--- src/rtl/page_nav_pkg.sv ---
// Shared page codes, key indices and menu-to-page mapping for the page navigation controller.
package page_nav_pkg;

   typedef logic [1:0] page_t;

   localparam page_t PAGE_MAIN = 2'd0;
   localparam page_t PAGE_HELP = 2'd1;
   localparam page_t PAGE_TEST = 2'd2;
   localparam page_t PAGE_GAME = 2'd3;

   localparam int NUM_KEYS  = 5;
   localparam int KEY_UP    = 0;
   localparam int KEY_LEFT  = 1;
   localparam int KEY_RIGHT = 2;
   localparam int KEY_DOWN  = 3;
   localparam int KEY_SPACE = 4;

   localparam page_t MENU0_PAGE = PAGE_GAME;
   localparam page_t MENU1_PAGE = PAGE_HELP;
   localparam page_t MENU2_PAGE = PAGE_TEST;
   localparam page_t MENU3_PAGE = PAGE_MAIN;

   function automatic page_t menu_to_page(input logic [1:0] sel);
      page_t pg;
      case (sel)
         2'd0:    pg = MENU0_PAGE;
         2'd1:    pg = MENU1_PAGE;
         2'd2:    pg = MENU2_PAGE;
         default: pg = MENU3_PAGE;
      endcase
      return pg;
   endfunction

endpackage

--- src/rtl/page_nav_ctrl_key_edge_sync.sv ---
// Key synchroniser, sample-tick edge detector and priority encoder producing one-hot accepted events.
// Optional auto-repeat of left/right is built when PAGE_NAV_KEY_REPEAT_EN is defined.
module key_edge_sync
   import page_nav_pkg::*;
#(
   parameter int SAMPLE_DIV   = 64,
   parameter int REPEAT_DELAY = 30,
   parameter int REPEAT_RATE  = 8
) (
   input  logic                clk,
   input  logic                rst,
   input  logic [NUM_KEYS-1:0] keys,
   input  logic                repeat_allow,
   output logic [NUM_KEYS-1:0] accept
);

   localparam int CNT_W = (SAMPLE_DIV > 2) ? $clog2(SAMPLE_DIV) : 1;

   logic [NUM_KEYS-1:0] sync1_q, sync2_q;
   logic [NUM_KEYS-1:0] prev_q, prev_d;
   logic [NUM_KEYS-1:0] accept_q, accept_d;
   logic [CNT_W-1:0]    cnt_q, cnt_d;
   logic [NUM_KEYS-1:0] key_rise, rpt_fire, cand;
   logic                tick;

   assign tick     = (cnt_q == CNT_W'(SAMPLE_DIV - 1));
   assign key_rise = ~prev_q & sync2_q;

`ifdef PAGE_NAV_KEY_REPEAT_EN
   localparam int RPT_W = (REPEAT_DELAY > 1) ? $clog2(REPEAT_DELAY + 1) : 1;

   logic             rpt_active_q, rpt_active_d;
   logic             rpt_key_q, rpt_key_d;
   logic [RPT_W-1:0] rpt_cnt_q, rpt_cnt_d;
   logic             rpt_held;

   assign rpt_held = rpt_key_q ? sync2_q[KEY_RIGHT] : sync2_q[KEY_LEFT];

   // A fresh left/right press restarts tracking; the press itself is the real edge event
   always_comb begin
      rpt_active_d = rpt_active_q;
      rpt_key_d    = rpt_key_q;
      rpt_cnt_d    = rpt_cnt_q;
      rpt_fire     = '0;
      if (tick) begin
         if (!repeat_allow) begin
            rpt_active_d = 1'b0;
            rpt_cnt_d    = '0;
         end else if (key_rise[KEY_LEFT] || key_rise[KEY_RIGHT]) begin
            rpt_active_d = 1'b1;
            rpt_key_d    = ~key_rise[KEY_LEFT];
            rpt_cnt_d    = '0;
         end else if (rpt_active_q && rpt_held) begin
            if (rpt_cnt_q == RPT_W'(REPEAT_DELAY - 1)) begin
               rpt_fire[rpt_key_q ? KEY_RIGHT : KEY_LEFT] = 1'b1;
               rpt_cnt_d = RPT_W'(REPEAT_DELAY - REPEAT_RATE);
            end else begin
               rpt_cnt_d = rpt_cnt_q + 1'b1;
            end
         end else begin
            rpt_active_d = 1'b0;
            rpt_cnt_d    = '0;
         end
      end
   end

   always_ff @(posedge clk or negedge rst) begin
      if (!rst) begin
         rpt_active_q <= 1'b0;
         rpt_key_q    <= 1'b0;
         rpt_cnt_q    <= '0;
      end else begin
         rpt_active_q <= rpt_active_d;
         rpt_key_q    <= rpt_key_d;
         rpt_cnt_q    <= rpt_cnt_d;
      end
   end
`else
   logic unused_rpt;
   assign unused_rpt = ^{repeat_allow, REPEAT_DELAY[0], REPEAT_RATE[0]};
   assign rpt_fire   = '0;
`endif

   assign cand = key_rise | rpt_fire;

   // Lowest set bit wins, which is exactly the up > left > right > down > space order
   always_comb begin
      cnt_d    = tick ? '0 : cnt_q + 1'b1;
      prev_d   = tick ? sync2_q : prev_q;
      accept_d = tick ? (cand & (~cand + 5'd1)) : '0;
   end

   always_ff @(posedge clk or negedge rst) begin
      if (!rst) begin
         sync1_q  <= '0;
         sync2_q  <= '0;
         prev_q   <= '1;
         cnt_q    <= '0;
         accept_q <= '0;
      end else begin
         sync1_q  <= keys;
         sync2_q  <= sync1_q;
         prev_q   <= prev_d;
         cnt_q    <= cnt_d;
         accept_q <= accept_d;
      end
   end

   assign accept = accept_q;

endmodule

--- src/rtl/page_nav_ctrl.sv ---
// Page navigation controller: turns accepted key events into menu moves and frame-aligned page commits.
// Define PAGE_NAV_KEY_REPEAT_EN to enable left/right auto-repeat on the main menu.
module page_nav_ctrl
   import page_nav_pkg::*;
#(
   parameter int SAMPLE_DIV   = 64,
   parameter int MENU_ITEMS   = 3,
   parameter int REPEAT_DELAY = 30,
   parameter int REPEAT_RATE  = 8
) (
   input  logic                clk,
   input  logic                rst,
   input  logic [NUM_KEYS-1:0] keys,
   input  logic                frame_start,
   output logic [1:0]          page_status,
   output logic [1:0]          menu_sel,
   output logic [NUM_KEYS-1:0] key_event,
   output logic                pending,
   output logic                page_changed
);

   localparam logic [0:0] ST_IDLE = 1'b0;
   localparam logic [0:0] ST_PEND = 1'b1;
   localparam logic [1:0] MAX_SEL = 2'(MENU_ITEMS - 1);

   logic [0:0]          state_q, state_d;
   page_t               page_q, page_d;
   page_t               target_q, target_d;
   logic [1:0]          menu_q, menu_d;
   logic                changed_q, changed_d;
   logic [NUM_KEYS-1:0] ev;
   logic                req;
   page_t               req_page;

   key_edge_sync #(
      .SAMPLE_DIV   (SAMPLE_DIV),
      .REPEAT_DELAY (REPEAT_DELAY),
      .REPEAT_RATE  (REPEAT_RATE)
   ) u_keys (
      .clk          (clk),
      .rst          (rst),
      .keys         (keys),
      .repeat_allow ((page_q == PAGE_MAIN) && (state_q == ST_IDLE)),
      .accept       (ev)
   );

   // While pending, only the frame boundary matters; events are dropped
   always_comb begin
      state_d   = state_q;
      page_d    = page_q;
      target_d  = target_q;
      menu_d    = menu_q;
      changed_d = 1'b0;
      req       = 1'b0;
      req_page  = page_q;
      if (state_q == ST_PEND) begin
         if (frame_start) begin
            page_d    = target_q;
            state_d   = ST_IDLE;
            changed_d = 1'b1;
         end
      end else if (|ev) begin
         case (page_q)
            PAGE_MAIN: begin
               if (ev[KEY_UP]) begin
                  req      = 1'b1;
                  req_page = PAGE_TEST;
               end else if (ev[KEY_DOWN]) begin
                  req      = 1'b1;
                  req_page = PAGE_HELP;
               end else if (ev[KEY_LEFT]) begin
                  menu_d = (menu_q == 2'd0) ? MAX_SEL : menu_q - 2'd1;
               end else if (ev[KEY_RIGHT]) begin
                  menu_d = (menu_q >= MAX_SEL) ? 2'd0 : menu_q + 2'd1;
               end else if (ev[KEY_SPACE]) begin
                  req      = 1'b1;
                  req_page = menu_to_page(menu_q);
               end
            end
            PAGE_HELP: begin
               if (ev[KEY_DOWN] || ev[KEY_SPACE]) begin
                  req      = 1'b1;
                  req_page = PAGE_MAIN;
               end
            end
            default: begin
               if (ev[KEY_DOWN]) begin
                  req      = 1'b1;
                  req_page = PAGE_MAIN;
               end
            end
         endcase
         if (req && (req_page != page_q)) begin
            target_d = req_page;
            state_d  = ST_PEND;
         end
      end
   end

   always_ff @(posedge clk or negedge rst) begin
      if (!rst) begin
         state_q   <= ST_IDLE;
         page_q    <= PAGE_MAIN;
         target_q  <= PAGE_MAIN;
         menu_q    <= 2'd0;
         changed_q <= 1'b0;
      end else begin
         state_q   <= state_d;
         page_q    <= page_d;
         target_q  <= target_d;
         menu_q    <= menu_d;
         changed_q <= changed_d;
      end
   end

   assign page_status  = page_q;
   assign menu_sel     = menu_q;
   assign key_event    = ev;
   assign pending      = (state_q == ST_PEND);
   assign page_changed = changed_q;

endmodule

--- config.mk ---
export PLATFORM = sky130hd
export DESIGN_NAME = page_nav_ctrl
export DESIGN_NICKNAME = d
export VERILOG_FILES = /design/src/rtl/page_nav_pkg.sv /design/src/rtl/page_nav_ctrl_key_edge_sync.sv /design/src/rtl/page_nav_ctrl.sv
export SDC_FILE = /design/constraint.sdc
export NUM_CORES = 1
export LEC_CHECK = 0
export ABC_CLOCK_PERIOD_IN_PS = 2880
export CORE_MARGIN = 8
export CORE_UTILIZATION = 25
export DETAILED_ROUTE_END_ITERATION = 6
export SETUP_SLACK_MARGIN = 0.1
export SYNTH_ARGS = -nofsm -noshare
export SYNTH_HDL_FRONTEND = slang
export SYNTH_SLANG_ARGS = --single-unit
--- constraint.sdc ---
create_clock -name clk -period 2.88 [get_ports clk]
set_input_delay 0.72 -clock clk [delete_from_list [all_inputs] [get_ports clk]]
set_output_delay 0.72 -clock clk [all_outputs]
set_load 0.02 [all_outputs]
==> flow_summary.ini, run 1 <==
[job]
maxCapViolCount = 0

[clocking]
insertion_delay_ps = 270
clock-root-buffer = clkbuf_8
htreeDepth = 2
ctsLongestPathBuffers = 2
cts_made_buffers = 5
cts.sinks = 34
cts_setup_buffers = 0
cts_resized = 0
postCtsHoldBufs = 0
clk_pin_slew_ps = 60
cts_tree = yes

[worst_setup_path]
critical_path.slowest_cell = clkdlybuf4s50_1
required_ps = 2160
worstPathCellList = clkdlybuf4s50_1
crit_buf_inv = 1
path_depth = 1
cp-start-kind = flop
cp-end-kind = output pin
r2r_slack_ps = 970
cp.arrival_ps = 1440
path_delay_family = buffers and inverters
worstPathMaxFanout = 8
crit_type = flop to output pin
r2r_cells = 5
slowest_delay_ps = 670

[final_layout]
multi_input_area_um2 = 524
nets = 157
fin_area_mm2 = 0.00178
finalNonFillerCells = 216
finish.utilization = 0.325
area_growth_pct = 25.9
seqCellArea_um2 = 857
fillers = 578
drive_gt1_frac = 0.160
diodes = 0

[synth]
seq_area_frac_synth = 0.607
synth_edf_count = 0
yosysWarnings = 0
synth_area_leaders = dfrtp_1 (51%), dfstp_2 (9.3%), ha_1 (5.3%), nand2_1 (5.1%), mux2_2 (3.2%)
synth_cells = 118
syn_nets = 132
yosys.area.top_type_share = 0.514
synth.ff_latch_count = 34
syn-cell-area_mm2 = 0.00141
yosysTopAreaCell = dfrtp_1
synth-main-ff-cell = dfrtp_1
synthDistinctLibCells = 32
syn_avg_cell_area_um2 = 12.0
postSynth.asyncResetShare = 1.00

[grt]
grt_pass1_wl_um = 4270
busiest_layer = met2
grt.overflow.total = 0
grtUsageMet1 = 0.0763
grt_use_met2 = 0.0901
track_usage = 0.0627
grt_max_degree = 35
antenna_found_initial = 0
grt_pass1_vias = 961
use_met3 = 0.0296

[min_path]
hold_path.class = flop to flop
whs_path_depth = 0

[placed_design]
dp_hpwl_um = 1660
port_buffers = 18
numPlacedInstances = 208
dpl_cell_area_mm2 = 0.00169
place.gp.congestion = 0.726

[detailed_routing]
routed_wl_um = 2320
viasPerCell = 4.19
route.detailed.drc = 0
drtPass1Iterations = 4
wl_per_cell_um = 10.7
ant_nets = 0
num_vias = 904
drt_iter0_drc = 19

[die]
pin_count = 19
core_mm2 = 0.00547
die_y_um = 91.1
die_w_um = 91.1
row_count = 27
die_area_mm2 = 0.00831
initial_utilization = 0.258

[power]
p_per_area_mw_per_mm2 = 481
p_leak_nw = 0.764
vdd.ir_drop.worst_uv = 242

[sta]
hold_viol_final = 0
setup_violations = 0
max_slew_margin = 0.717
slew_violations = 0
setup_tns_ps = 0
tightest_slew_ps = 424
rsz0062_at_grt = no
finalCritPeriodShare = 0.751
fmax_mhz = 462
skew_ps = 4.25
layout_min_cycle_time_ps = 2160

[run_status]
status = finished clean
Yosys cell counts (all sizes together), types with 3 or more instances:
library cell	count
nor3b	3
nand2	19
mux2	4
inv	7
a21oi	4
ha	6
o21ai	4
nor2b	4
dfstp	5
xor2	3
dfrtp	29
nand3	3
nor2	7
routing by layer:
layer / part of all wire / up-vias
li1: - / 445
met1: 0.48 / 435
met2: 0.44 / 18
met3: 0.064 / 6
met4: 0.016 / 0
met5: 0 / -
state kept, by name, indices dropped and copies added, names as in the netlist:
name,count
u_keys.accept,5
u_keys.sync2_q,5
u_keys.cnt_q,6
target_q,2
pending,1
page_status,2
u_keys.sync1_q,5
u_keys.prev_q,5
page_changed,1
menu_sel,2
cells in the final DEF, fill, tap and decap left out, types with 4 or more instances in the layout:
master            n
a21oi_1           4
clkbuf_8          6
inv_1             7
dfstp_2           5
o21ai_0           4
nor2_1            7
nor2b_1           4
mux2_2            4
clkdlybuf4s50_1  18
ha_1              6
dfrtp_1          29
nand2_1          19
stage by stage:
step / hold WS, ps / worst slack (ps) / power (mW)
4_1_cts: 351 / 713 / 0.873
6_report: 347 / 717 / 0.855
3_5_place_dp: 337 / 963 / 0.520
3_3_place_gp: 332 / 981 / 0.520
2_1_floorplan: 331 / 988 / 0.499
5_1_grt: 356 / 686 / 0.906
final timing paths:
path                                    from           endpoint
setup reg to reg             u_keys.cnt_q[0]   u_keys.accept[4]
min in group asynchronous                rst    u_keys.cnt_q[2]
setup / recovery              page_status[0]     page_status[0]
hold reg to reg            u_keys.sync1_q[1]  u_keys.sync2_q[1]
max in group asynchronous                rst   u_keys.prev_q[3]
hold / removal             u_keys.sync1_q[1]  u_keys.sync2_q[1]
cell type report:
| type | instances | area share |
|---|---|---|
| Sequential cell | 34 | 0.482 |
| Clock inverter | 1 | 0.00282 |
| Multi-Input combinational cell | 76 | 0.295 |
| Tap cell | 72 | 0.0507 |
| Inverter | 7 | 0.0148 |
| Clock buffer | 7 | 0.0486 |
| Timing Repair Buffer | 19 | 0.106 |
cells by family after synthesis:
group                    after synthesis  share of synthesized area
AO/OA/AOI/OAI                         14                     0.0700
AND/OR/NAND/NOR                       47                      0.184
XOR/XNOR                               3                     0.0186
multiplexers                           6                     0.0461
flip-flops                            34                      0.607
buffers and inverters                  8                     0.0213
adder cells (fa/ha/maj)                6                     0.0532
report_power, final:
group          switching (mW)  internal [mW]
combinational          0.0115         0.0114
sequential            0.00270          0.485
clock                   0.152          0.192
Power figures use the tool's default switching activity.
==> run 2: changes to the inputs <==
--- a/config.mk
+++ b/config.mk
@@ -5,7 +5,7 @@
 export SDC_FILE = /design/constraint.sdc
 export NUM_CORES = 1
 export LEC_CHECK = 0
-export ABC_CLOCK_PERIOD_IN_PS = 2880
+export ABC_CLOCK_PERIOD_IN_PS = 1800
 export CORE_MARGIN = 8
 export CORE_UTILIZATION = 25
 export DETAILED_ROUTE_END_ITERATION = 6
==> constraint.sdc (replaced) <==
create_clock -name clk -period 1.8 [get_ports clk]
set_input_delay 0.45 -clock clk [delete_from_list [all_inputs] [get_ports clk]]
set_output_delay 0.45 -clock clk [all_outputs]
set_load 0.02 [all_outputs]
==> flow_summary.ini, run 2 (synthesis results as in run 1) <==
[grt]
grt.overflow.total = 0
grt_max_degree = 35
grt_pass1_vias = 964
antenna_found_initial = 0
track_usage = 0.0669
grt_pass1_wl_um = 4410

[die]
core_mm2 = 0.00547
die_area_mm2 = 0.00831
initial_utilization = 0.258
pin_count = 19
die_y_um = 91.1
row_count = 27
die_w_um = 91.1

[job]
maxCapViolCount = 0

[placed_design]
port_buffers = 18
place.gp.congestion = 0.768
dpl_cell_area_mm2 = 0.00178
dp_slack_ps = 18.2

[final_layout]
layout_common_cells = dfrtp_1 (24), nand2_1 (19), dlygate4sd2_1 (10), buf_4 (10), clkdlybuf4s50_1 (8)
largest_reg_flops = 6
regMostFlops = u_keys.cnt_q
fin_area_mm2 = 0.00192
drive_gt1_frac = 0.286
seqCellArea_um2 = 863
multi_input_area_um2 = 583
diodes = 0
area_growth_pct = 36.1
layout_commonest_cell = dfrtp_1
fillers = 562
nets = 167

[clocking]
htreeDepth = 2
ctsLongestPathBuffers = 2
insertion_delay_ps = 280
clk_pin_slew_ps = 70
cts_made_buffers = 5
cts.sinks = 34
cts_tree = yes
clock-root-buffer = clkbuf_8

[sta]
layout_min_cycle_time_ps = 1780
setup_violations = 0
rsz0062_at_grt = yes
hold_viol_final = 0
fmax_mhz = 562
slew_violations = 0
max_slew_margin = 0.725
finalCritPeriodShare = 0.988
skew_ps = 8.03
tightest_slew_ps = 412
worst_slack_ps = 20.7

[power]
power_mw = 1.39
p_leak_nw = 0.877
p_per_area_mw_per_mm2 = 726
vdd.ir_drop.worst_uv = 328

[worst_setup_path]
crit_type = flop to flop
worstPathCellList = or4_4, or2_4, o311ai_4, mux2_4
slowest_delay_ps = 570
cp-end-kind = flop
r2r_cells = 4
worstPathMaxFanout = 3
cp-start-kind = flop
reg2reg_from = u_keys.accept[0]
required_ps = 1970
cp.arrival_ps = 1950
critical_path.slowest_cell = or4_4
crit_path_end = target_q[1]
crit_start = u_keys.accept[0]
r2r_slack_ps = 20
rr_endpoint = target_q[1]

[detailed_routing]
drt_iter0_drc = 18
num_vias = 914
route.detailed.drc = 0
drtPass1Iterations = 4
wl_per_cell_um = 11.0
ant_nets = 0
routed_wl_um = 2480
viasPerCell = 4.04

[run_status]
status = finished clean

[min_path]
hold_path.class = flop to flop
-- run 2: cell types whose count changed in the layout (fill, tap and decap cells not counted), sizes merged --
cell           change
clkinvlp           +1
buf               +10
clkbuf             -1
dlygate4sd2       +10
clkdlybuf4s50     -10
-- run 2: cell type report --
type | instances | share of cell area
clock buffer | 6 | 0.0430
sequential | 34 | 0.450
clock inverter | 2 | 0.00651
timing repair buffer | 29 | 0.137
multi-input combinational | 76 | 0.304
inverter | 7 | 0.0137
tap | 72 | 0.0469
-- run 2: layer usage --
metal  up-vias  track usage  wire length (um)
met5         -            0                 0
met4         0       0.0368                52
met3         7       0.0403               194
met2        21       0.0925              1080
met1       422       0.0782              1160
li1        464            -                 -
-- run 2: per-stage QoR --
stage / TNS [ps] / util / hold WS (ps) / cells
2_1_floorplan: -31.7 / - / 154 / 118
3_3_place_gp: 0 / 0.326 / 332 / 217
6_report: 0 / 0.351 / 350 / 226
4_1_cts: 0 / 0.342 / 351 / 225
5_1_grt: -18.2 / 0.351 / 360 / 226
3_5_place_dp: 0 / 0.326 / 336 / 217
-- run 2: worst min path at each step --
stage / to / slack, ps / cells after the start / startpoint
after floorplan: menu_sel[0] / 150 / 0 / rst
after global placement: u_keys.sync2_q[0] / 330 / 0 / u_keys.sync1_q[0]
after detailed placement: u_keys.sync2_q[0] / 340 / 0 / u_keys.sync1_q[0]
after CTS: u_keys.sync2_q[0] / 350 / 0 / u_keys.sync1_q[0]
after global routing: u_keys.sync2_q[0] / 360 / 0 / u_keys.sync1_q[0]
final: u_keys.sync2_q[4] / 350 / 0 / u_keys.sync1_q[4]
-- run 2: repair_timing --
action,in CTS,in global routing
buffers inserted,0,1
endpoints found under the setup margin,13,6
pin swaps,1,1
hold buffers,0,0
resized for setup,11,7
-- run 2: worst max-delay path: cells and delay by family, from the launching register on --
family           cells  cell delay, ps
AO/OA/AOI/OAI        1             100
flip-flops           1             400
multiplexers         1             330
AND/OR/NAND/NOR      2             830
-- run 2: report_power, final --
group / switching, mW / internal [mW]
Sequential: 0.00444 / 0.776
Clock: 0.265 / 0.307
Combinational: 0.0194 / 0.0219
==> run 3: changes to the inputs <==
--- a/config.mk
+++ b/config.mk
@@ -5,9 +5,12 @@
 export SDC_FILE = /design/constraint.sdc
 export NUM_CORES = 1
 export LEC_CHECK = 0
+export ABC_AREA = 1
 export ABC_CLOCK_PERIOD_IN_PS = 1800
 export CORE_MARGIN = 8
 export CORE_UTILIZATION = 25
+export CTS_BUF_LIST = sky130_fd_sc_hd__clkbuf_16
+export CTS_CLUSTER_SIZE = 16
 export DETAILED_ROUTE_END_ITERATION = 6
 export SETUP_SLACK_MARGIN = 0.1
 export SYNTH_ARGS = -nofsm -noshare
==> flow_summary.ini, run 3 <==
[final_layout]
nets = 186
regMostFlops = u_keys.cnt_q
layout_commonest_cell = nand2_1
fin_area_mm2 = 0.00187
drive_gt1_frac = 0.127
fillers = 564
largest_reg_flops = 6
layout_common_cells = nand2_1 (32), dfrtp_1 (29), inv_1 (20)
diodes = 0
finalNonFillerCells = 245
area_growth_pct = 30.9

[job]
maxCapViolCount = 0

[power]
netSwitchingFraction = 0.289
vdd.ir_drop.worst_uv = 509
seqPwrFrac = 0.423
p_per_area_mw_per_mm2 = 1120
power.internal_mw = 1.49
p_switching_mw = 0.607
p_leak_nw = 0.932
clockPowerShare = 0.369
pwr-share-comb = 0.208

[synth]
yosysWarnings = 0
synthDistinctLibCells = 22
synth-main-ff-cell = dfrtp_1
syn-cell-area_mm2 = 0.00143
synth_area_leaders = dfrtp_1 (51%), dfstp_2 (9.2%), nand2_1 (8.4%), ha_1 (5.3%), inv_1 (5.0%)
synth_cells = 144
yosys.area.top_type_share = 0.509
synth_common_cells = nand2_1 (32), dfrtp_1 (29), inv_1 (19)
seq_area_frac_synth = 0.601
syn_nets = 158
synth_edf_count = 0
yosysTopAreaCell = dfrtp_1
synth.ff_latch_count = 34
yosysMostFrequentCell = nand2_1
postSynth.asyncResetShare = 1.00
syn_avg_cell_area_um2 = 9.90

[worst_setup_path]
worstPathMaxFanout = 1
required_ps = 1350
cp-end-kind = output pin
critical_path.slowest_cell = clkdlybuf4s50_1
worstPathCellList = clkdlybuf4s50_1
path_delay_family = buffers and inverters
crit_buf_inv = 1
path_depth = 1
crit_type = flop to output pin
r2r_cells = 10
cp-start-kind = flop
slowest_delay_ps = 590
cp.arrival_ps = 1180

[placed_design]
numPlacedInstances = 237
place.gp.congestion = 0.813
port_buffers = 18
dp_hpwl_um = 1790
dpl_cell_area_mm2 = 0.00173

[clocking]
cts_setup_buffers = 0
cts_resized = 8
cts.sinks = 34
postCtsHoldBufs = 0
cts_made_buffers = 5
clock-root-buffer = clkbuf_16
cts_tree = yes
insertion_delay_ps = 270
htreeDepth = 2
clk_pin_slew_ps = 50
ctsLongestPathBuffers = 2

[grt]
grt_pass1_vias = 992
grt_max_degree = 35
grt_pass1_wl_um = 4440
grt.overflow.total = 0
track_usage = 0.0666
antenna_found_initial = 0

[die]
row_count = 27
pin_count = 19
die_w_um = 91.5
core_mm2 = 0.00551
initial_utilization = 0.259
die_area_mm2 = 0.00837
die_y_um = 91.5

[detailed_routing]
viasPerCell = 4.06
ant_nets = 0
drt_iter0_drc = 22
drtPass1Iterations = 4
routed_wl_um = 2390
num_vias = 994
wl_per_cell_um = 9.76
route.detailed.drc = 0

[sta]
setup_tns_ps = 0
slew_violations = 0
setup_violations = 0
rsz0062_at_grt = no
hold_viol_final = 0
fmax_mhz = 615
finalCritPeriodShare = 0.904
layout_min_cycle_time_ps = 1630
tightest_slew_ps = 322
max_slew_margin = 0.784
skew_ps = 2.91

[min_path]
whs_path_depth = 0
hold_path.class = flop to flop

[run_status]
status = finished clean
run 3: cell count changes after synthesis, sizes merged, moves of 5 or more:
| cell | previous run | this run |
|---|---|---|
| o21ai | 4 | 11 |
| nor2 | 7 | 12 |
| nand3 | 3 | 12 |
| nand2 | 19 | 35 |
| inv | 7 | 19 |
run 3: layout make-up:
class / count / area, um2 / area share
flip-flops and latches: 34 / 857 / 0.459
multi-input cells: 90 / 492 / 0.264
inverters: 19 / 71.3 / 0.0382
clock inverters: 3 / 12.5 / 0.00671
well taps: 72 / 90.1 / 0.0483
repair buffers: 22 / 218 / 0.117
clock buffers: 5 / 125 / 0.0671
run 3: worst paths after layout:
path / startpoint / end / slack [ps]
setup / recovery: page_changed / page_changed / 170
hold / removal: u_keys.sync1_q[1] / u_keys.sync2_q[1] / 350
setup reg to reg: menu_sel[0] / pending / 310
hold reg to reg: u_keys.sync1_q[1] / u_keys.sync2_q[1] / 350
max in group asynchronous: rst / u_keys.prev_q[0] / 1010
min in group asynchronous: rst / page_changed / 540
run 3: power groups by stage:
| stage | clock (mW) | sequential (mW) | combinational (mW) |
|---|---|---|---|
| 6_report | 0.774 | 0.888 | 0.436 |
| 5_1_grt | 0.840 | 0.896 | 0.502 |
| 4_1_cts | 0.809 | 0.889 | 0.443 |
| 3_5_place_dp | 0 | 0.903 | 0.462 |
| 3_3_place_gp | 0 | 0.897 | 0.458 |
| 2_1_floorplan | 0 | 0.938 | 0.257 |
run 3: cell families after synthesis:
family          share of synthesized area
simple gates                        0.220
flops                               0.601
buf+inv                            0.0536
compound gates                     0.0597
fa+ha+maj                          0.0527
xor+xnor                           0.0123
run 3: worst reg2reg max path: cells and delay by family, from the launching register on:
kind / cells / cell delay (ps)
AND/OR/NAND/NOR: 7 / 560
flip-flops: 1 / 410
adder cells (fa/ha/maj): 1 / 200
buffers and inverters: 1 / 110
AO/OA/AOI/OAI: 1 / 80
run 3: metal layers:
layer	GRT usage	part of all wire
met1	0.0774	0.48
met2	0.0912	0.41
met3	0.0346	0.082
met4	0.0491	0.028
met5	0	0
run 3: per-stage QoR:
step	setup WS (ps)	power (mW)	hold WS (ps)	util
4_1_cts	102	2.14	347	0.338
2_1_floorplan	305	1.19	154	-
3_5_place_dp	281	1.37	336	0.315
6_report	173	2.10	346	0.339
3_3_place_gp	320	1.36	335	0.315
5_1_grt	134	2.24	352	0.339
